==> src/rtl/proc_pkg.sv <==
// Shared constants for the program-memory loader: geometry defaults, NOP word, FSM encoding.
// Pure declarations, no logic.
package proc_pkg;
   localparam int P_DEPTH  = 128;
   localparam int P_ADDR_W = 7;
   localparam int P_DATA_W = 16;

   localparam logic [15:0] NOP_WORD = 16'h0000;

   typedef logic [1:0] state_t;
   localparam state_t ST_IDLE  = 2'd0;
   localparam state_t ST_LOAD  = 2'd1;
   localparam state_t ST_START = 2'd2;
   localparam state_t ST_RUN   = 2'd3;
endpackage

==> src/rtl/prog_ram_128x16.sv <==
// Simple dual-port program RAM: synchronous write, registered read (1-cycle latency).
// No backpressure; contents and read register are not reset.
module prog_ram_128x16 #(
   parameter int DEPTH  = 128,
   parameter int ADDR_W = 7,
   parameter int DATA_W = 16
) (
   input  logic              clk,
   input  logic              we,
   input  logic [ADDR_W-1:0] waddr,
   input  logic [DATA_W-1:0] wdata,
   input  logic              re,
   input  logic [ADDR_W-1:0] raddr,
   output logic [DATA_W-1:0] rdata
);
   logic [DATA_W-1:0] mem [DEPTH];
   logic [DATA_W-1:0] rdata_q;

   always_ff @(posedge clk) begin
      if (we) begin
         mem[waddr] <= wdata;
      end
      if (re) begin
         rdata_q <= mem[raddr];
      end
   end

   assign rdata = rdata_q;
endmodule

==> src/rtl/prog_loader_mem.sv <==
// Loads a host program into RAM, pulses start, then serves fetches with 1-cycle latency.
// in_ready is high only in LOAD; fetches past word_count return NOP, outputs hold between fetches.
module prog_loader_mem
   import proc_pkg::*;
#(
   parameter int DEPTH  = P_DEPTH,
   parameter int ADDR_W = P_ADDR_W,
   parameter int DATA_W = P_DATA_W
) (
   input  logic              clk,
   input  logic              rst_n,
   input  logic              load_req,
   input  logic              in_valid,
   input  logic [DATA_W-1:0] in_data,
   input  logic              in_last,
   output logic              in_ready,
   input  logic [ADDR_W-1:0] pc,
   input  logic              ram_read_en,
   output logic [DATA_W-1:0] instr_out,
   output logic              start,
   output logic              busy,
   output logic              loaded,
   output logic [ADDR_W:0]   word_count,
   output logic              len_err
);
   state_t            state_q, state_d;
   logic [ADDR_W-1:0] wr_ptr_q, wr_ptr_d;
   logic [ADDR_W:0]   word_count_q, word_count_d;
   logic              loaded_q, loaded_d;
   logic              len_err_q, len_err_d;
   logic              start_q, start_d;
   logic              nop_sel_q, nop_sel_d;

   logic              beat_acc;
   logic              last_slot;
   logic              rd_fire;
   logic              ram_we;
   logic [DATA_W-1:0] ram_rdata;

   assign beat_acc  = in_valid & in_ready;
   assign last_slot = (wr_ptr_q == ADDR_W'(DEPTH - 1));
   assign rd_fire   = (state_q == ST_RUN) & ram_read_en;

   always_ff @(posedge clk) begin
      if (!rst_n) begin
         state_q      <= ST_IDLE;
         wr_ptr_q     <= '0;
         word_count_q <= '0;
         loaded_q     <= 1'b0;
         len_err_q    <= 1'b0;
         start_q      <= 1'b0;
         nop_sel_q    <= 1'b1;
      end else begin
         state_q      <= state_d;
         wr_ptr_q     <= wr_ptr_d;
         word_count_q <= word_count_d;
         loaded_q     <= loaded_d;
         len_err_q    <= len_err_d;
         start_q      <= start_d;
         nop_sel_q    <= nop_sel_d;
      end
   end

   always_comb begin
      state_d = state_q;
      case (state_q)
         ST_IDLE:  if (load_req) state_d = ST_LOAD;
         ST_LOAD:  if (beat_acc && (in_last || last_slot)) state_d = ST_START;
         ST_START: state_d = ST_RUN;
         ST_RUN:   if (load_req) state_d = ST_LOAD;
         default:  state_d = ST_IDLE;
      endcase
   end

   always_comb begin
      in_ready = (state_q == ST_LOAD);
      busy     = (state_q == ST_LOAD);
      ram_we   = beat_acc;
   end

   always_comb begin
      wr_ptr_d     = wr_ptr_q;
      word_count_d = word_count_q;
      loaded_d     = loaded_q;
      len_err_d    = len_err_q;
      nop_sel_d    = nop_sel_q;
      start_d      = (state_d == ST_START);

      if (load_req && (state_q == ST_IDLE || state_q == ST_RUN)) begin
         wr_ptr_d     = '0;
         word_count_d = '0;
         loaded_d     = 1'b0;
         len_err_d    = 1'b0;
      end

      // The pointer parks on the last slot; the load always exits there.
      if (beat_acc) begin
         word_count_d = word_count_q + 1'b1;
         if (!last_slot) begin
            wr_ptr_d = wr_ptr_q + 1'b1;
         end else if (!in_last) begin
            len_err_d = 1'b1;
         end
      end

      if (state_q == ST_START) begin
         loaded_d = 1'b1;
      end

      if (rd_fire) begin
         nop_sel_d = !({1'b0, pc} < word_count_q);
      end
   end

   prog_ram_128x16 #(
      .DEPTH  (DEPTH),
      .ADDR_W (ADDR_W),
      .DATA_W (DATA_W)
   ) u_ram (
      .clk   (clk),
      .we    (ram_we),
      .waddr (wr_ptr_q),
      .wdata (in_data),
      .re    (rd_fire),
      .raddr (pc),
      .rdata (ram_rdata)
   );

   // Select flag is captured with the read, so the NOP override holds with the data.
   assign instr_out  = nop_sel_q ? DATA_W'(NOP_WORD) : ram_rdata;
   assign start      = start_q;
   assign loaded     = loaded_q;
   assign word_count = word_count_q;
   assign len_err    = len_err_q;
endmodule

==> config.mk <==
export PLATFORM = sky130hd
export DESIGN_NAME = prog_loader_mem
export DESIGN_NICKNAME = d
export VERILOG_FILES = /design/src/rtl/proc_pkg.sv /design/src/rtl/prog_ram_128x16.sv /design/src/rtl/prog_loader_mem.sv
export SDC_FILE = /design/constraint.sdc
export NUM_CORES = 2
export LEC_CHECK = 0
export BUFFER_PORTS_ARGS = -buffer_cell sky130_fd_sc_hd__buf_2
export CAP_MARGIN = 20
export CORE_ASPECT_RATIO = 0.9
export CORE_UTILIZATION = 35
export CTS_BUF_LIST = sky130_fd_sc_hd__clkbuf_16
export DETAILED_ROUTE_END_ITERATION = 7
export PLACE_DENSITY = 0.5
export SLEW_MARGIN = 20
export SYNTH_ARGS = -nofsm -noshare
export SYNTH_HDL_FRONTEND = slang
export SYNTH_SLANG_ARGS = --single-unit
==> constraint.sdc <==
create_clock -name clk -period 3.5 [get_ports clk]
set_input_delay 0.175 -clock clk [delete_from_list [all_inputs] [get_ports clk]]
set_output_delay 0.175 -clock clk [all_outputs]
set_load 0.01 [all_outputs]
### After elaboration in Yosys (flattened, before gate mapping)

Memories as Yosys holds them, arrays and structs flattened. A register that Yosys moved wholly into a read port is not among the register bits.
Index checks and enable logic that the tools add are counted.

| word-level totals | value |
|---|---|
| bits in registers | 21 |
| memories | 1 |
| output and inout port bits | 29 |
| bits of input ports | 29 |
| bits in writable memories | 2048 |
| word-level logic and storage cells | 44 |

Memory list:

| memory | depth | bits a word | rd ports | clocked after Yosys merged registers in | write ports | line | RTL |
|---|---|---|---|---|---|---|---|
| u_ram.mem | 128 | 16 | 1 | 1 | 1 | prog_ram_128x16.sv:16 | `logic [DATA_W-1:0] mem [DEPTH];` |

| operators by class | value |
|---|---|
| order comparisons | 1 |
| add/subtract/negate cells | 2 |
| reductions and logical operators | 9 |
| bitwise gates (word level) | 2 |
| equal/unequal tests | 5 |
| muxes and demuxes | 17 |

Operators with widths:

| cell | number |
|---|---|
| 2-to-1 mux 7 bit | 3 |
| 2-to-1 mux 16 bit | 1 |
| 2-to-1 mux 8 bit | 2 |
| adder 8 x 1 -> 8 bit (second input constant) | 1 |
| < comparator 7 x 8 -> 1 bit | 1 |
| 2-to-1 mux 1 bit | 8 |
| adder 7 x 1 -> 7 bit (second input constant) | 1 |
| equality test 7 bit (second input constant) | 1 |
| equality test 2 bit (second input constant) | 3 |
| one-hot mux 2 bit (3 select lines) | 1 |
| 2-to-1 mux 2 bit | 2 |
| nonzero test 2 bit | 2 |
| AND 1 bit | 2 |
| equality test 2 x 1 -> 1 bit (second input constant) | 1 |
| logical AND 1 bit | 2 |
| logical NOT 2 bit | 1 |
| logical OR 1 bit | 2 |
| OR reduction 2 bit | 1 |
| logical NOT 1 bit | 1 |

### Logic depth before layout (Yosys ltp)

| logic depth | value |
|---|---|
| depth in word-level cells | 7 |
| depth in mapped cells | 11 |
| mapped depth without buffers | 8 |

### By module

From an unflattened synthesis, not the netlist that was laid out.

| unflattened totals | value |
|---|---|
| cells, all modules | 3248 |
| area total of the unflattened synthesis | 80053.0 µm² |

By module, submodules not included:

| module | seq. area each (µm²) | instances | area each (µm²) | cells an instance |
|---|---|---|---|---|
| prog_ram_128x16 | 61979.4 | 1 | 78683.0 | 3086 |
| prog_loader_mem | 420.4 | 1 | 1370.1 | 162 |

### Worst setup path before layout

OpenSTA, ideal clock, no wires.

| timing path | value |
|---|---|
| path type | flip-flop to flip-flop |
| start | reg state_q[1] |
| end | mem u_ram.mem[80][0] (enable) |
| cell stages (with the launch flop) | 8 |
| clock period less this slack | 3.119 ns |
| data required time | 3.091 ns |
| setup slack | 0.381 ns |
| arrival | 2.710 ns |
| buffers on the path | 1 |
| setup time | 0.409 ns |
| cell sequence | dfxtp_1 > inv_1 > ha_1 > and2_1 > clkbuf_1 > nand4_1 > or2_2 > nor3_1 |

| between the ends | value |
|---|---|
| cells in the longest elaborated chain, start to end | 4 |

RTL lines:

| element | line | RTL |
|---|---|---|
| start, declared | prog_loader_mem.sv:26 | `state_t state_q, state_d;` |
| start signal, assigned | prog_loader_mem.sv:54 | `state_q <= state_d;` |
| equality test 2 x 1 -> 1 bit | -- |  |
| via busy | prog_loader_mem.sv:21 | `output logic busy,` |
| AND 1 bit | prog_loader_mem.sv:40 | `assign beat_acc = in_valid & in_ready;` |
| 2-to-1 mux 1 bit | prog_ram_128x16.sv:20 | `if (we) begin` |
| 2-to-1 mux 1 bit (not written as such) | prog_ram_128x16.sv:21 | `mem[waddr] <= wdata;` |
| end, declared | prog_ram_128x16.sv:16 |  |

The timed path passes the listed nets, and every way through them passes these cells.

==> flow_metrics.env <==
export IMPL_final_area_um2=93800
export IMPL_rr_worst_depth=6
export IMPL_yosysWarnings=0
export IMPL_max_slew_margin_pct=30.4
export IMPL_ant_nets=0
export IMPL_setup_viol=0
export IMPL_total_power_mw=52.3
export IMPL_cts_buffer_depth=3
export IMPL_postCtsSetupBuffers=0
export IMPL_worst_slew_pin_transition_ps=1040
export IMPL_switching_share_pct=21.2
export IMPL_place_ws_ps=-111
export IMPL_p_leak_nw=30.6
export IMPL_synth_top_area_share_pct=77.1
export IMPL_placedInstanceArea_um2=86700
export IMPL_synthFlopType="edfxtp_1"
export IMPL_dieArea_um2=232000
export IMPL_multi_input_area_um2=17000
export IMPL_path_class="flop to flop"
export IMPL_die_x_um=507
export IMPL_grt_pass1_vias=40162
export IMPL_synth_distinct_cells=45
export IMPL_skew_ps=38.7
export IMPL_yosysMostFrequentCell="edfxtp_1"
export IMPL_initial_core_util_pct=35.3
export IMPL_ir_drop_uv=370
export IMPL_cts_htree_levels=4
export IMPL_combPwrFrac_pct=4.7
export IMPL_maxCapViolations=0
export IMPL_area_growth_pct=16.8
export IMPL_synthTopCellsByArea="edfxtp_1, mux4_2, mux2i_1"
export IMPL_synth_nets=3984
export IMPL_hold_viol=0
export IMPL_synthArstFlopShare_pct=0
export IMPL_timing_fmax_mhz=327
export IMPL_post_route_util_pct=41.2
export IMPL_power_internal_mw=41.3
export IMPL_grt_max_degree=129
export IMPL_gp_congestion=0.798
export IMPL_crit_fanout=1
export IMPL_ff_latch_area_um2=62400
export IMPL_seqPwrFrac_pct=52.5
export IMPL_fillers=20017
export IMPL_crit_arrival_ps=3630
export IMPL_rsz0062_at_grt="false"
export IMPL_drive_gt1_share_pct=23.9
export IMPL_cts_tree="yes"
export IMPL_num_vias=40130
export IMPL_seq_area_frac_synth_pct=77.7
export IMPL_cts_sinks=2085
export IMPL_drc=0
export IMPL_synth_edf_count=2064
export IMPL_critical_path_endpoint_type="flop"
export IMPL_drv_slew=0
export IMPL_hp_class="primary input to flop"
export IMPL_root_buffer="clkbuf_16"
export IMPL_p_sw_mw=11.1
export IMPL_clock_latency_ps=840
export IMPL_period_minus_slack_ps=3060
export IMPL_numCtsBuffers=210
export IMPL_wire_per_inst_um=29.1
export IMPL_ys_top_cells_by_count="edfxtp_1, mux2i_1, mux4_2"
export IMPL_syn_inst=3943
export IMPL_clockPowerShare_pct=42.8
export IMPL_postRouteWirelength_um=219000
export IMPL_min_period_over_period_pct=87.4
export IMPL_die_y_um=457
export IMPL_status="finished, final reports clean"
export IMPL_clk_pin_slew_ps=60
export IMPL_cp_required_ps=4070
export IMPL_pin_count=58
export IMPL_hpwl_um=132000
export IMPL_fin_nets=4380
export IMPL_grt_usage_pct=18.9
export IMPL_antenna_found_initial=9
export IMPL_dr_pass1_iters=5
export IMPL_synth_area_um2=80400
export IMPL_coreArea_um2=228000
export IMPL_fp_row_count=166
export IMPL_drt_initial_drc_count=3941
export IMPL_fin_ws_ps=440
export IMPL_grt_pass1_wl_um=312000
export IMPL_ys_seq_elements=2085
export IMPL_viasPerCell=5.32
export IMPL_p_per_area_nw_per_um2=558
export IMPL_worst_hold_path_num_cells=5
export IMPL_postSynthAreaPerCell_um2=20.4
export IMPL_yosys_area_top_type="edfxtp_1"
export IMPL_port_buffers=57
export IMPL_critPathLaunchType="flop"
export IMPL_grt_remaining_overflow=0
power groups by stage:
stage	registers (mW)	logic, mW	clock network (mW)
after floorplan	28.0	1.21	0
after global placement	28.0	2.47	0
after detailed placement	28.0	2.49	0
after CTS	27.5	2.51	22.9
after global routing	27.5	2.63	23.8
final	27.5	2.47	22.4
path summary, 6_finish.rpt:
check / start / end / slack (ps)
setup / recovery: u_ram.mem[70][8] / u_ram.rdata[8] / 440
hold / removal: ram_read_en / nop_sel_q / 50
hold reg to reg: word_count[4] / word_count[4] / 480
setup reg to reg: u_ram.mem[70][8] / u_ram.rdata[8] / 440
cells in the final DEF, fill, tap and decap left out, drive strengths merged, types with 22 or more instances in the layout:
| cell type | count |
|---|---|
| nand2 | 94 |
| clkbuf | 217 |
| nor2b | 26 |
| edfxtp | 2064 |
| bufinv | 24 |
| a22oi | 192 |
| nand3 | 86 |
| buf | 389 |
| mux4 | 336 |
| mux2i | 400 |
| clkinv | 89 |
| nor2 | 168 |
| dlygate4sd3 | 22 |
| inv | 78 |
| a21oi | 69 |
| a221oi | 48 |
cell families after synthesis:
group	Yosys count	share of synthesized area [%]
buf+inv	256	1.42
compound gates	390	3.53
mux	754	14.7
flops	2085	77.7
simple gates	445	2.54
fa+ha+maj	12	0.187
xor+xnor	1	0.0109
state kept, by name, summed over array words and instances (netlist names):
register / flops
u_ram.rdata: 16
nop_sel_q: 1
wr_ptr_q: 7
u_ram.mem: 2048
state_q: 2
len_err: 1
loaded: 1
start: 1
word_count: 8
area by class of cell:
cell class / instances / share of cell area [%]
antenna: 4 / 0.0107
multi-input combinational: 1602 / 18.1
clock buffer: 217 / 5.79
tap: 3024 / 4.03
clock inverter: 168 / 1.53
timing repair buffer: 411 / 3.93
sequential: 2085 / 66.5
inverter: 29 / 0.116
per-stage QoR:
stage / hold WS, ps / instances / setup TNS, ps
floorplan: 274 / 3943 / 0
global placement: 441 / 7128 / -142
detailed placement: 445 / 7128 / -134
CTS: 4.19 / 7534 / 0
global route: 100 / 7537 / 0
finish: 50.7 / 7540 / 0
critical path, stage by stage (launching register included):
cell      delay (ps)
edfxtp_1         360
mux4_2           460
a22o_1           280
a221oi_1         740
a311oi_1         260
buf_4            230
or4_1            450
repair_timing:
action | 4_1_cts | 5_1_grt
resized for setup | 0 | 0
hold endpoints to repair | 574 | 40
hold buffers | 21 | 1
setup endpoints to repair | 0 | 0
metal layers:
| metal | GRT usage [%] | vias up | wire length, um |
|---|---|---|---|
| met5 | 0 | - | 0 |
| met4 | 3.77 | 0 | 3700 |
| met3 | 2.65 | 222 | 10600 |
| met2 | 29.9 | 1066 | 104000 |
| met1 | 27.7 | 21677 | 101000 |
| li1 | - | 17165 | - |
Power figures use the tool's default switching activity.
